==> src/rtl/vga_pkg.sv <==
// Shared VGA timing package: scan phase encoding and the default
// 640x480@60 timing constants used by the scan generator and the renderers.
package vga_pkg;

    // Phase of one scan axis. The encoding is fixed so that debug
    // probes and older consumers see the same values across builds.
    typedef logic [1:0] phase_t;

    localparam phase_t PH_ACTIVE = 2'd0;
    localparam phase_t PH_FRONT  = 2'd1;
    localparam phase_t PH_SYNC   = 2'd2;
    localparam phase_t PH_BACK   = 2'd3;

    // 640x480@60 from a 50 MHz system clock (25 MHz pixel rate).
    localparam int VGA_ACTIVE_COLS    = 640;
    localparam int VGA_ACTIVE_ROWS    = 480;
    localparam int VGA_H_FP           = 16;
    localparam int VGA_H_SYNC         = 96;
    localparam int VGA_H_BP           = 48;
    localparam int VGA_V_FP           = 10;
    localparam int VGA_V_SYNC         = 2;
    localparam int VGA_V_BP           = 33;
    localparam int VGA_CLKS_PER_PIXEL = 2;

    // Total length of one axis (visible part plus blanking).
    function automatic int axis_total(input int active, input int fp,
                                      input int sync, input int bp);
        return active + fp + sync + bp;
    endfunction

endpackage

==> src/rtl/vga_scan_gen_if.sv <==
// Raster output bundle of the scan generator, plus the phase/counter
// debug view of both axes.
//
// Strobe semantics: pix_en acts as the "valid" of this bundle. row, col,
// active, hsync and vsync are registered and change only on the edge that
// raises pix_en; they then hold for the whole pixel period. line_start and
// frame_start are only meaningful in the cycle where pix_en is high. There
// is no ready: the raster never stalls, consumers must keep up.
interface vga_scan_gen_if
    import vga_pkg::*;
#(
    parameter int COL_W = 10,
    parameter int ROW_W = 9,
    parameter int H_W   = 10,
    parameter int V_W   = 10
) ();

    logic [ROW_W-1:0] row;
    logic [COL_W-1:0] col;
    logic             active;
    logic             hsync;
    logic             vsync;
    logic             pix_en;
    logic             line_start;
    logic             frame_start;

    // Debug view of the two axis FSMs.
    phase_t           h_phase;
    phase_t           v_phase;
    logic [H_W-1:0]   h_cnt;
    logic [V_W-1:0]   v_cnt;
    logic             v_wrap;

    modport master (
        output row, col, active, hsync, vsync, pix_en, line_start, frame_start,
        output h_phase, v_phase, h_cnt, v_cnt, v_wrap
    );

    modport slave (
        input row, col, active, hsync, vsync, pix_en, line_start, frame_start,
        input h_phase, v_phase, h_cnt, v_cnt, v_wrap
    );

endinterface

==> src/rtl/vga_axis_counter.sv <==
// One scan axis: a position counter over active+fp+sync+bp plus the phase
// FSM walking ACTIVE -> FRONT -> SYNC -> BACK. Both the registered and the
// next-state values are exported so the parent can register its outputs
// in the same edge as the counter moves.
module vga_axis_counter
    import vga_pkg::*;
#(
    parameter int ACTIVE = 640,
    parameter int FP     = 16,
    parameter int SYNC   = 96,
    parameter int BP     = 48,
    parameter int CW     = $clog2(ACTIVE + FP + SYNC + BP)
) (
    input  logic          clk,
    input  logic          rst,
    input  logic          step,
    output logic [CW-1:0] count,
    output logic [CW-1:0] count_nxt,
    output phase_t        phase,
    output phase_t        phase_nxt,
    output logic          wrap
);

    localparam int TOTAL = axis_total(ACTIVE, FP, SYNC, BP);

    // Positions at which the phase changes (first position of each phase).
    localparam logic [CW-1:0] LAST       = CW'(TOTAL - 1);
    localparam logic [CW-1:0] FRONT_POS  = CW'(ACTIVE);
    localparam logic [CW-1:0] SYNC_POS   = CW'(ACTIVE + FP);
    localparam logic [CW-1:0] BACK_POS   = CW'(ACTIVE + FP + SYNC);

    logic [CW-1:0] count_q, count_d;
    phase_t        phase_q, phase_d;

    // The axis is about to wrap on its next step when sitting on the last position.
    assign wrap = (count_q == LAST);

    // Next position and phase; the phase follows the position it moves to.
    always_comb begin
        count_d = count_q;
        phase_d = phase_q;
        if (step) begin
            count_d = wrap ? '0 : count_q + CW'(1);
            case (phase_q)
                PH_ACTIVE: if (count_d == FRONT_POS) phase_d = PH_FRONT;
                PH_FRONT:  if (count_d == SYNC_POS)  phase_d = PH_SYNC;
                PH_SYNC:   if (count_d == BACK_POS)  phase_d = PH_BACK;
                PH_BACK:   if (count_d == '0)        phase_d = PH_ACTIVE;
                default:                             phase_d = PH_BACK;
            endcase
        end
    end

    // Reset parks the axis on its last back-porch position so the first
    // step lands on position 0 in the active phase.
    always_ff @(posedge clk) begin
        if (rst) begin
            count_q <= LAST;
            phase_q <= PH_BACK;
        end else begin
            count_q <= count_d;
            phase_q <= phase_d;
        end
    end

    assign count     = count_q;
    assign count_nxt = count_d;
    assign phase     = phase_q;
    assign phase_nxt = phase_d;

endmodule

==> src/rtl/vga_scan_gen.sv <==
// Raster scan generator: divides clk down to the pixel rate, walks the
// horizontal and vertical timing and produces registered row/col, active,
// sync pins and the pixel/line/frame strobes.
module vga_scan_gen
    import vga_pkg::*;
#(
    parameter int ACTIVE_COLS     = VGA_ACTIVE_COLS,
    parameter int ACTIVE_ROWS     = VGA_ACTIVE_ROWS,
    parameter int H_FP            = VGA_H_FP,
    parameter int H_SYNC          = VGA_H_SYNC,
    parameter int H_BP            = VGA_H_BP,
    parameter int V_FP            = VGA_V_FP,
    parameter int V_SYNC          = VGA_V_SYNC,
    parameter int V_BP            = VGA_V_BP,
    parameter int CLKS_PER_PIXEL  = VGA_CLKS_PER_PIXEL,
    parameter bit SYNC_ACTIVE_LOW = 1'b1
) (
    input  logic           clk,
    input  logic           rst,
    vga_scan_gen_if.master vga
);

    localparam int H_TOTAL = axis_total(ACTIVE_COLS, H_FP, H_SYNC, H_BP);
    localparam int V_TOTAL = axis_total(ACTIVE_ROWS, V_FP, V_SYNC, V_BP);
    localparam int H_W     = $clog2(H_TOTAL);
    localparam int V_W     = $clog2(V_TOTAL);
    localparam int COL_W   = $clog2(ACTIVE_COLS);
    localparam int ROW_W   = $clog2(ACTIVE_ROWS);
    localparam int DIV_W   = (CLKS_PER_PIXEL > 1) ? $clog2(CLKS_PER_PIXEL) : 1;

    localparam logic [DIV_W-1:0] DIV_LAST = DIV_W'(CLKS_PER_PIXEL - 1);
    localparam logic             SYNC_ON  = SYNC_ACTIVE_LOW ? 1'b0 : 1'b1;
    localparam logic             SYNC_OFF = SYNC_ACTIVE_LOW ? 1'b1 : 1'b0;

    // ------------------------------------------------------------------
    // Pixel-rate divider: one step every CLKS_PER_PIXEL clocks. Starting
    // from 0 after reset, the first step falls on the CLKS_PER_PIXEL-th edge.
    // ------------------------------------------------------------------
    logic [DIV_W-1:0] div_q, div_d;
    logic             step;

    // Divider wrap is the pixel step.
    always_comb begin
        step  = (div_q == DIV_LAST);
        div_d = step ? '0 : div_q + DIV_W'(1);
    end

    // Divider register.
    always_ff @(posedge clk) begin
        if (rst) begin
            div_q <= '0;
        end else begin
            div_q <= div_d;
        end
    end

    // ------------------------------------------------------------------
    // Axis counters. The vertical axis advances once per line, on the
    // step that wraps the horizontal axis.
    // ------------------------------------------------------------------
    logic [H_W-1:0] h_cnt, h_cnt_nxt;
    logic [V_W-1:0] v_cnt, v_cnt_nxt;
    phase_t         h_phase, h_phase_nxt;
    phase_t         v_phase, v_phase_nxt;
    logic           h_wrap, v_wrap;
    logic           v_step;

    assign v_step = step & h_wrap;

    vga_axis_counter #(
        .ACTIVE (ACTIVE_COLS),
        .FP     (H_FP),
        .SYNC   (H_SYNC),
        .BP     (H_BP),
        .CW     (H_W)
    ) u_h_axis (
        .clk       (clk),
        .rst       (rst),
        .step      (step),
        .count     (h_cnt),
        .count_nxt (h_cnt_nxt),
        .phase     (h_phase),
        .phase_nxt (h_phase_nxt),
        .wrap      (h_wrap)
    );

    vga_axis_counter #(
        .ACTIVE (ACTIVE_ROWS),
        .FP     (V_FP),
        .SYNC   (V_SYNC),
        .BP     (V_BP),
        .CW     (V_W)
    ) u_v_axis (
        .clk       (clk),
        .rst       (rst),
        .step      (v_step),
        .count     (v_cnt),
        .count_nxt (v_cnt_nxt),
        .phase     (v_phase),
        .phase_nxt (v_phase_nxt),
        .wrap      (v_wrap)
    );

    // ------------------------------------------------------------------
    // Registered output decode. Outputs are computed from the position the
    // counters move to, so they line up with the counters after each step.
    // ------------------------------------------------------------------
    logic [ROW_W-1:0] row_q, row_d;
    logic [COL_W-1:0] col_q, col_d;
    logic             active_q, active_d;
    logic             hsync_q, hsync_d;
    logic             vsync_q, vsync_d;
    logic             pix_en_q, pix_en_d;
    logic             line_start_q, line_start_d;
    logic             frame_start_q, frame_start_d;

    // Decode the next position on step edges; hold levels and drop strobes otherwise.
    always_comb begin
        row_d         = row_q;
        col_d         = col_q;
        active_d      = active_q;
        hsync_d       = hsync_q;
        vsync_d       = vsync_q;
        pix_en_d      = 1'b0;
        line_start_d  = 1'b0;
        frame_start_d = 1'b0;
        if (step) begin
            pix_en_d      = 1'b1;
            active_d      = (h_phase_nxt == PH_ACTIVE) && (v_phase_nxt == PH_ACTIVE);
            col_d         = active_d ? h_cnt_nxt[COL_W-1:0] : '0;
            row_d         = active_d ? v_cnt_nxt[ROW_W-1:0] : '0;
            hsync_d       = (h_phase_nxt == PH_SYNC) ? SYNC_ON : SYNC_OFF;
            vsync_d       = (v_phase_nxt == PH_SYNC) ? SYNC_ON : SYNC_OFF;
            line_start_d  = active_d && (h_cnt_nxt == '0);
            frame_start_d = line_start_d && (v_cnt_nxt == '0);
        end
    end

    // Output registers; reset truncates any sync pulse in progress.
    always_ff @(posedge clk) begin
        if (rst) begin
            row_q         <= '0;
            col_q         <= '0;
            active_q      <= 1'b0;
            hsync_q       <= SYNC_OFF;
            vsync_q       <= SYNC_OFF;
            pix_en_q      <= 1'b0;
            line_start_q  <= 1'b0;
            frame_start_q <= 1'b0;
        end else begin
            row_q         <= row_d;
            col_q         <= col_d;
            active_q      <= active_d;
            hsync_q       <= hsync_d;
            vsync_q       <= vsync_d;
            pix_en_q      <= pix_en_d;
            line_start_q  <= line_start_d;
            frame_start_q <= frame_start_d;
        end
    end

    assign vga.row         = row_q;
    assign vga.col         = col_q;
    assign vga.active      = active_q;
    assign vga.hsync       = hsync_q;
    assign vga.vsync       = vsync_q;
    assign vga.pix_en      = pix_en_q;
    assign vga.line_start  = line_start_q;
    assign vga.frame_start = frame_start_q;

    assign vga.h_phase     = h_phase;
    assign vga.v_phase     = v_phase;
    assign vga.h_cnt       = h_cnt;
    assign vga.v_cnt       = v_cnt;
    assign vga.v_wrap      = v_wrap;

endmodule
==> src/flat_wrapper.sv <==
// flat-port wrapper written by rule: the top's interface ports become plain ports
module vga_scan_gen_flat import vga_pkg::*;
#(
    parameter int ACTIVE_COLS     = VGA_ACTIVE_COLS,
    parameter int ACTIVE_ROWS     = VGA_ACTIVE_ROWS,
    parameter int H_FP            = VGA_H_FP,
    parameter int H_SYNC          = VGA_H_SYNC,
    parameter int H_BP            = VGA_H_BP,
    parameter int V_FP            = VGA_V_FP,
    parameter int V_SYNC          = VGA_V_SYNC,
    parameter int V_BP            = VGA_V_BP,
    parameter int CLKS_PER_PIXEL  = VGA_CLKS_PER_PIXEL,
    parameter bit SYNC_ACTIVE_LOW = 1'b1
)
  (clk, rst, vga_row, vga_col, vga_active, vga_hsync, vga_vsync, vga_pix_en, vga_line_start, vga_frame_start, vga_h_phase, vga_v_phase, vga_h_cnt, vga_v_cnt, vga_v_wrap);
  vga_scan_gen_if vga_i ();
  input  logic clk;
  input  logic rst;
  output wire logic [$bits(vga_i.row)-1:0] vga_row;
  output wire logic [$bits(vga_i.col)-1:0] vga_col;
  output wire logic [$bits(vga_i.active)-1:0] vga_active;
  output wire logic [$bits(vga_i.hsync)-1:0] vga_hsync;
  output wire logic [$bits(vga_i.vsync)-1:0] vga_vsync;
  output wire logic [$bits(vga_i.pix_en)-1:0] vga_pix_en;
  output wire logic [$bits(vga_i.line_start)-1:0] vga_line_start;
  output wire logic [$bits(vga_i.frame_start)-1:0] vga_frame_start;
  output wire logic [$bits(vga_i.h_phase)-1:0] vga_h_phase;
  output wire logic [$bits(vga_i.v_phase)-1:0] vga_v_phase;
  output wire logic [$bits(vga_i.h_cnt)-1:0] vga_h_cnt;
  output wire logic [$bits(vga_i.v_cnt)-1:0] vga_v_cnt;
  output wire logic [$bits(vga_i.v_wrap)-1:0] vga_v_wrap;
  assign vga_row = vga_i.row;
  assign vga_col = vga_i.col;
  assign vga_active = vga_i.active;
  assign vga_hsync = vga_i.hsync;
  assign vga_vsync = vga_i.vsync;
  assign vga_pix_en = vga_i.pix_en;
  assign vga_line_start = vga_i.line_start;
  assign vga_frame_start = vga_i.frame_start;
  assign vga_h_phase = vga_i.h_phase;
  assign vga_v_phase = vga_i.v_phase;
  assign vga_h_cnt = vga_i.h_cnt;
  assign vga_v_cnt = vga_i.v_cnt;
  assign vga_v_wrap = vga_i.v_wrap;
  vga_scan_gen #(.ACTIVE_COLS(ACTIVE_COLS), .ACTIVE_ROWS(ACTIVE_ROWS), .H_FP(H_FP), .H_SYNC(H_SYNC), .H_BP(H_BP), .V_FP(V_FP), .V_SYNC(V_SYNC), .V_BP(V_BP), .CLKS_PER_PIXEL(CLKS_PER_PIXEL), .SYNC_ACTIVE_LOW(SYNC_ACTIVE_LOW)) u_core (.clk(clk), .rst(rst), .vga(vga_i));
endmodule
==> config.mk <==
export PLATFORM = sky130hd
export DESIGN_NAME = vga_scan_gen_flat
export DESIGN_NICKNAME = d
export VERILOG_FILES = /design/src/rtl/vga_pkg.sv /design/src/rtl/vga_scan_gen_if.sv /design/src/rtl/vga_axis_counter.sv /design/src/rtl/vga_scan_gen.sv /design/src/flat_wrapper.sv
export SDC_FILE = /design/constraint.sdc
export NUM_CORES = 1
export LEC_CHECK = 0
export ABC_AREA = 1
export CORE_ASPECT_RATIO = 1.75
export CORE_MARGIN = 3
export CORE_UTILIZATION = 40
export DETAILED_ROUTE_END_ITERATION = 8
export GPL_TIMING_DRIVEN = 0
export PLACE_DENSITY_LB_ADDON = 0.08
export SLEW_MARGIN = 10
export SYNTH_ARGS = -nofsm -noshare
export SYNTH_HDL_FRONTEND = slang
export SYNTH_SLANG_ARGS = --single-unit
==> constraint.sdc <==
create_clock -name clk -period 3.8 [get_ports clk]
set_input_delay 0.76 -clock clk [delete_from_list [all_inputs] [get_ports clk]]
set_output_delay 0.76 -clock clk [all_outputs]
set_load 0.005 [all_outputs]
==> results of run 1 <==
## synth_stat cells (all sizes together)
library cell  number
ha                 4
o22a               1
clkinv             3
o21bai             3
nand2            150
inv               57
nor4               2
clkbuf             5
nand4             25
nor2              70
nand3b             1
a31oi              1
buf                7
dfxtp             50
or2                2
nand3             28
a21oi              6
nor3               9
o21ai             15
## final cells by class
type | count | area (um2)
fillers | 700 | 3090
multi-input cells | 317 | 1490
flip-flops and latches | 50 | 1000
repair buffers | 51 | 510
inverters | 60 | 228
clock buffers | 6 | 129
well taps | 82 | 103
plain buffers | 12 | 68.8
clock inverters | 2 | 13.8
## kinds of logic after synthesis
group / share of synthesized area (%)
AO/OA/AOI/OAI: 5.12
adder cells (fa/ha/maj): 1.80
buffers and inverters: 10.6
flip-flops: 35.9
AND/OR/NAND/NOR: 46.5
## how the worst max path moves through the flow
stage                                         from                                end  slack, ns  depth (start not counted)
2_1_floorplan  u_core.u_v_axis.count[0]$_SDFF_PP0_     u_core.vga.row[6]$_SDFFE_PP0P_       1.69                         16
3_3_place_gp   u_core.u_h_axis.count[1]$_SDFF_PP1_  u_core.vga.frame_start$_SDFF_PP0_       1.10                         12
3_5_place_dp   u_core.u_h_axis.count[1]$_SDFF_PP1_  u_core.vga.frame_start$_SDFF_PP0_       1.09                         12
4_1_cts        u_core.u_h_axis.count[1]$_SDFF_PP1_  u_core.vga.frame_start$_SDFF_PP0_       1.08                         12
5_1_grt        u_core.u_h_axis.count[1]$_SDFF_PP1_  u_core.vga.frame_start$_SDFF_PP0_       0.91                         12
6_report       u_core.u_h_axis.count[1]$_SDFF_PP1_  u_core.vga.frame_start$_SDFF_PP0_       1.06                         12
## registers in the layout, summed over array words and instances, names as in the netlist, 2 cells and up
signal,flops
u_core.u_v_axis.phase,2
u_core.u_h_axis.phase,2
u_core.u_h_axis.count,10
u_core.vga.col,10
u_core.u_v_axis.count,10
u_core.vga.row,9
## critical path, cell delays in order, from the launching register on
cell	delay, ns
dfxtp_1	0.44
ha_1	0.22
nand2_2	0.09
nor2_4	0.20
inv_1	0.10
nor3_2	0.13
nand2_1	0.21
buf_2	0.26
nand2_1	0.07
o21ai_0	0.14
nor4_1	0.50
nand4_1	0.17
nor2_1	0.13
## metrics by stage
stage | setup slack [ns] | hold WS, ns
2_1_floorplan | 1.69 | 0.446
3_3_place_gp | 1.10 | 0.441
3_5_place_dp | 1.09 | 0.441
4_1_cts | 1.08 | 0.455
5_1_grt | 0.909 | 0.481
6_report | 1.06 | 0.451
## metal layers
metal | up-vias | share of wire [%]
met2 | 78 | 55
li1 | 1501 | -
met1 | 1304 | 37
met4 | 0 | 4.8
met3 | 24 | 3.5
met5 | - | 0
## power by group
part | total, uW | switching [uW] | leakage, uW | internal (uW)
Clock | 442 | 198 | 0.0000708 | 244
Combinational | 311 | 201 | 0.00119 | 110
Sequential | 564 | 22.4 | 0.000406 | 542
Total | 1320 | 421 | 0.00167 | 896
==> out/results.ini, run 1 <==
[power]
powerDensity_mw_per_mm2 = 372
leakagePower_uw = 0.00167
irDropWorstVdd_uv = 172
total_power_uw = 1320

[global_routing]
track_usage_pct = 21.0
grt_pass1_vias = 2805
grt_max_degree = 16
grt_use_met2_pct = 41.9
met3_usage_pct = 2.58
overflow = 0
antenna_found_initial = 0
gr-usage-met1_pct = 20.1
gr-max-usage-layer = met2
grt_pass1_wl_mm = 13.4

[routing]
drcViolationCount = 0
drt_iter0_markers = 114
drtPass1Iterations = 4
wl_per_cell_um = 14.2
vias_per_cell = 5.01
final_antenna_net_count = 0
drt-total-wl_mm = 8.25
vias = 2907

[layout]
syn2layout_area_growth_pct = 27.1
finalNonFillerCells = 580
fin_util_pct = 53.4
n_antenna_cell = 0
layout.nets = 503
drive_above_1_share_pct = 8.03
stdcell_area_mm2 = 0.00354
most-common-layout-cells = 145 x nand2_1, 59 x nor2_1, 56 x inv_1
final_common_cell = nand2_1

[yosys]
netlist_area_mm2 = 0.00279
ys_seq_area_share_pct = 35.9
yosysTopAreaCell = dfxtp_1
synthTopCellsByArea = dfxtp_1 36%, nand2_1 20%, nor2_1 7.9%
synth_top_area_share_pct = 35.9
avgSynthCellArea_um2 = 6.35
synth_cells = 439
yosysUniqueCellTypes = 28
ys_ff_latch = 50
syn-num-nets = 445
ys_warn_count = 0

[die]
core_mm2 = 0.00664
die-width_um = 69.1
die-height_um = 116
rows = 39
initial_core_util_pct = 42.0
dieArea_mm2 = 0.00805
pin_count = 52

[timing]
fin_crit_sh_pct = 72.0
setup_viol = 0
relSlewSlack_pct = 51.4
fmax_mhz = 365
hold_violations = 0
worst_pin_slew_ns = 0.722
min_period_ns = 2.74
fin_tns_setup_ns = 0
drv_slew = 0
fin_skew_ns = 0.00535
rsz0062_at_grt = false

[clock_tree]
tritoncts = yes
clockRootBuffer = clkbuf_16
cts_buffer_depth = 2
numCtsBuffers = 5
ctsHoldBuffers = 0
htree_levels = 2
cts_resized = 0
postCtsSetupRepairBufs = 0
insertion_delay_ns = 0.30
clk_pin_slew_ns = 0.07
numClockSinks = 50

[worst_setup_path]
crit_required_ns = 4.04
crit_arrival_ns = 2.97
r2r_cells = 12
reg2reg_slack_ns = 1.06
worst_r2r_endpoint = u_core.vga.frame_start$_SDFF_PP0_
path_class = reg -> reg
reg2reg_from = u_core.u_h_axis.count[1]$_SDFF_PP1_
crit_fanout = 10
critPathCaptureType = flop
startpoint_type = flop

[placement]
port_buffers = 51
dp.final_hpwl_mm = 6.53
postPlaceCellArea_mm2 = 0.00340
place_congestion = 0.955
dp.cells = 572

[worst_hold_path]
hold_path.startpoint = u_core.vga.row[0]$_SDFFE_PP0P_
holdPathEnd = u_core.vga.row[0]$_SDFFE_PP0P_
min_path_type = reg -> reg
min_delay_path_depth = 2

[job]
max_cap_viol_count = 0

[run_status]
status = finished clean

(Power assumes the default switching activity.)
==> run 2: changes to the inputs <==
- clock period: 3.8 -> 2.8 ns (I/O delays scaled with it)
==> run 2 against run 1 <==
Compared with the run above:
- clock power is 36% higher
- clock skew is 0.0016 ns higher
- critical path type unchanged
- highest routed layer unchanged
- sequential power is 36% higher
- critical path depth is 3 higher
- hold slack hardly changed
==> out/results.ini, run 2 (synthesized netlist as in run 1, its figures left out) <==
[run_status]
status = finished clean

[die]
core_mm2 = 0.00664  ; unchanged
rows = 39  ; unchanged
die-height_um = 116  ; unchanged
pin_count = 52  ; unchanged
initial_core_util_pct = 42.0  ; unchanged
die-width_um = 69.1  ; unchanged
dieArea_mm2 = 0.00805  ; unchanged

[job]
max_cap_viol_count = 0  ; unchanged

[clock_tree]
ctsHoldBuffers = 0  ; unchanged
postCtsSetupRepairBufs = 0  ; unchanged
clockRootBuffer = clkbuf_16
tritoncts = yes
clk_pin_slew_ns = 0.07  ; about the same
insertion_delay_ns = 0.30  ; about the same
numClockSinks = 50  ; unchanged
htree_levels = 2  ; unchanged
numCtsBuffers = 5  ; unchanged
cts_buffer_depth = 2  ; unchanged

[layout]
n_antenna_cell = 0  ; unchanged
most-common-layout-cells = 144 x nand2_1, 58 x nor2_1, 56 x inv_1
finalNonFillerCells = 580  ; unchanged
drive_above_1_share_pct = 8.84  ; +0.80 points
syn2layout_area_growth_pct = 27.6
fin_util_pct = 53.6  ; +0.19 points
final_common_cell = nand2_1
regArea_mm2 = 0.00100  ; +0.12%
layout.nets = 503  ; unchanged
final.fill_count = 700  ; unchanged
multi_input_area_mm2 = 0.00150  ; +0.76%

[worst_setup_path]
reg2reg_from = u_core.u_h_axis.count[1]$_SDFF_PP1_
worst_r2r_endpoint = u_core.vga.col[6]$_SDFFE_PP0P_
reg2reg_slack_ns = 0.28  ; -0.78 ns
r2r_cells = 15  ; +3
crit_arrival_ns = 2.71  ; -0.26 ns
crit_required_ns = 2.99  ; -1.05 ns
critPathCaptureType = flop
crit_fanout = 10  ; unchanged
path_class = reg -> reg
startpoint_type = flop

[routing]
drtPass1Iterations = 4  ; unchanged
final_antenna_net_count = 0  ; unchanged
drt_iter0_markers = 123  ; +7.9%
drcViolationCount = 0  ; unchanged
drt-total-wl_mm = 8.30  ; +0.64%
vias_per_cell = 5.01  ; about the same
wl_per_cell_um = 14.3  ; +0.64%
vias = 2908  ; +0.034%

[timing]
min_period_ns = 2.52  ; -0.217 ns
rsz0062_at_grt = false
relSlewSlack_pct = 54.7  ; +3.3 points
fmax_mhz = 397  ; +8.6%
fin_skew_ns = 0.00691  ; +0.00156 ns
fin_ws_ns = 0.280  ; -0.783 ns
whs_ns = 0.451  ; +0.000234 ns
fin_tns_setup_ns = 0  ; unchanged
setup_viol = 0  ; unchanged
hold_violations = 0  ; unchanged
fin_crit_sh_pct = 90.0  ; +18 points
drv_slew = 0  ; unchanged
worst_pin_slew_ns = 0.672  ; -0.0494 ns

[power]
irDropWorstVdd_uv = 236  ; +38%
powerDensity_mw_per_mm2 = 504  ; +36%
leakagePower_uw = 0.00167  ; about the same

[placement]
place_congestion = 0.955  ; unchanged
place_ws_ns = 0.0899  ; -1.00 ns
port_buffers = 51  ; unchanged
dp.final_hpwl_mm = 6.53  ; unchanged
dp.cells = 572  ; unchanged

[worst_hold_path]
hold_path.startpoint = u_core.vga.row[0]$_SDFFE_PP0P_
holdPathEnd = u_core.vga.row[0]$_SDFFE_PP0P_
min_path_type = reg -> reg
min_delay_path_depth = 2  ; unchanged

[global_routing]
grt_pass1_wl_mm = 13.4  ; unchanged
grt_pass1_vias = 2805  ; unchanged
overflow = 0  ; unchanged
track_usage_pct = 21.0  ; unchanged
antenna_found_initial = 0  ; unchanged
grt_max_degree = 16  ; unchanged

-- run 2: worst max path at each step --
| stage | slack [ns] | end | start |
|---|---|---|---|
| after floorplan | 0.69 | u_core.vga.row[6]$_SDFFE_PP0P_ | u_core.u_v_axis.count[0]$_SDFF_PP0_ |
| after global placement | 0.10 | u_core.vga.frame_start$_SDFF_PP0_ | u_core.u_h_axis.count[1]$_SDFF_PP1_ |
| after detailed placement | 0.09 | u_core.vga.frame_start$_SDFF_PP0_ | u_core.u_h_axis.count[1]$_SDFF_PP1_ |
| after CTS | 0.08 | u_core.vga.frame_start$_SDFF_PP0_ | u_core.u_h_axis.count[1]$_SDFF_PP1_ |
| after global routing | 0.007 | u_core.vga.col[3]$_SDFFE_PP0P_ | u_core.u_h_axis.count[1]$_SDFF_PP1_ |
| final | 0.28 | u_core.vga.col[6]$_SDFFE_PP0P_ | u_core.u_h_axis.count[1]$_SDFF_PP1_ |
-- run 2: cell type report --
cell class / count / area share, %
timing repair buffer: 51 / 14.4
sequential: 50 / 28.2
clock buffer: 6 / 3.62
tap: 82 / 2.89
clock inverter: 2 / 0.387
buffer: 12 / 1.94
multi-input combinational: 317 / 42.2
inverter: 60 / 6.40
-- run 2: stage by stage --
step / area [um2] / power (uW)
floorplan: 2790 / 1060
global placement: 3400 / 1200
detailed placement: 3400 / 1200
CTS: 3540 / 1810
global route: 3560 / 1880
finish: 3560 / 1790
-- run 2: what timing repair did --
item / CTS / global route
hold endpoints to repair: 0 / 0
endpoints found under the setup margin: 0 / 3
resized for setup: 0 / 4
-- run 2: critical path, cell delays in order, from the launching register on --
cell	delay [ns]
dfxtp_1	0.44
ha_1	0.23
nand2_2	0.09
nor2_4	0.20
nand3_4	0.15
nand3_2	0.13
inv_1	0.06
nor2_1	0.26
nand2_1	0.09
nor2_1	0.13
nor2_1	0.05
nand3_1	0.11
nand2_1	0.10
buf_4	0.19
nand4_1	0.14
nand2_1	0.06
-- run 2: routing by layer --
| metal | wire length (um) | GRT usage, % | share of wire, % |
|---|---|---|---|
| met3 | 266 | 2.58 | 3.2 |
| met5 | 0 | 0 | 0 |
| met1 | 3070 | 20.1 | 37 |
| met2 | 4600 | 41.9 | 55 |
| met4 | 359 | 12.4 | 4.3 |
-- run 2: report_power, final --
| part | internal (uW) | total, uW | leakage (uW) | switching [uW] |
|---|---|---|---|---|
| Combinational | 150 | 427 | 0.00119 | 276 |
| Sequential | 736 | 766 | 0.000407 | 30.4 |
| Clock | 332 | 599 | 0.0000708 | 268 |
| Total | 1220 | 1790 | 0.00167 | 574 |
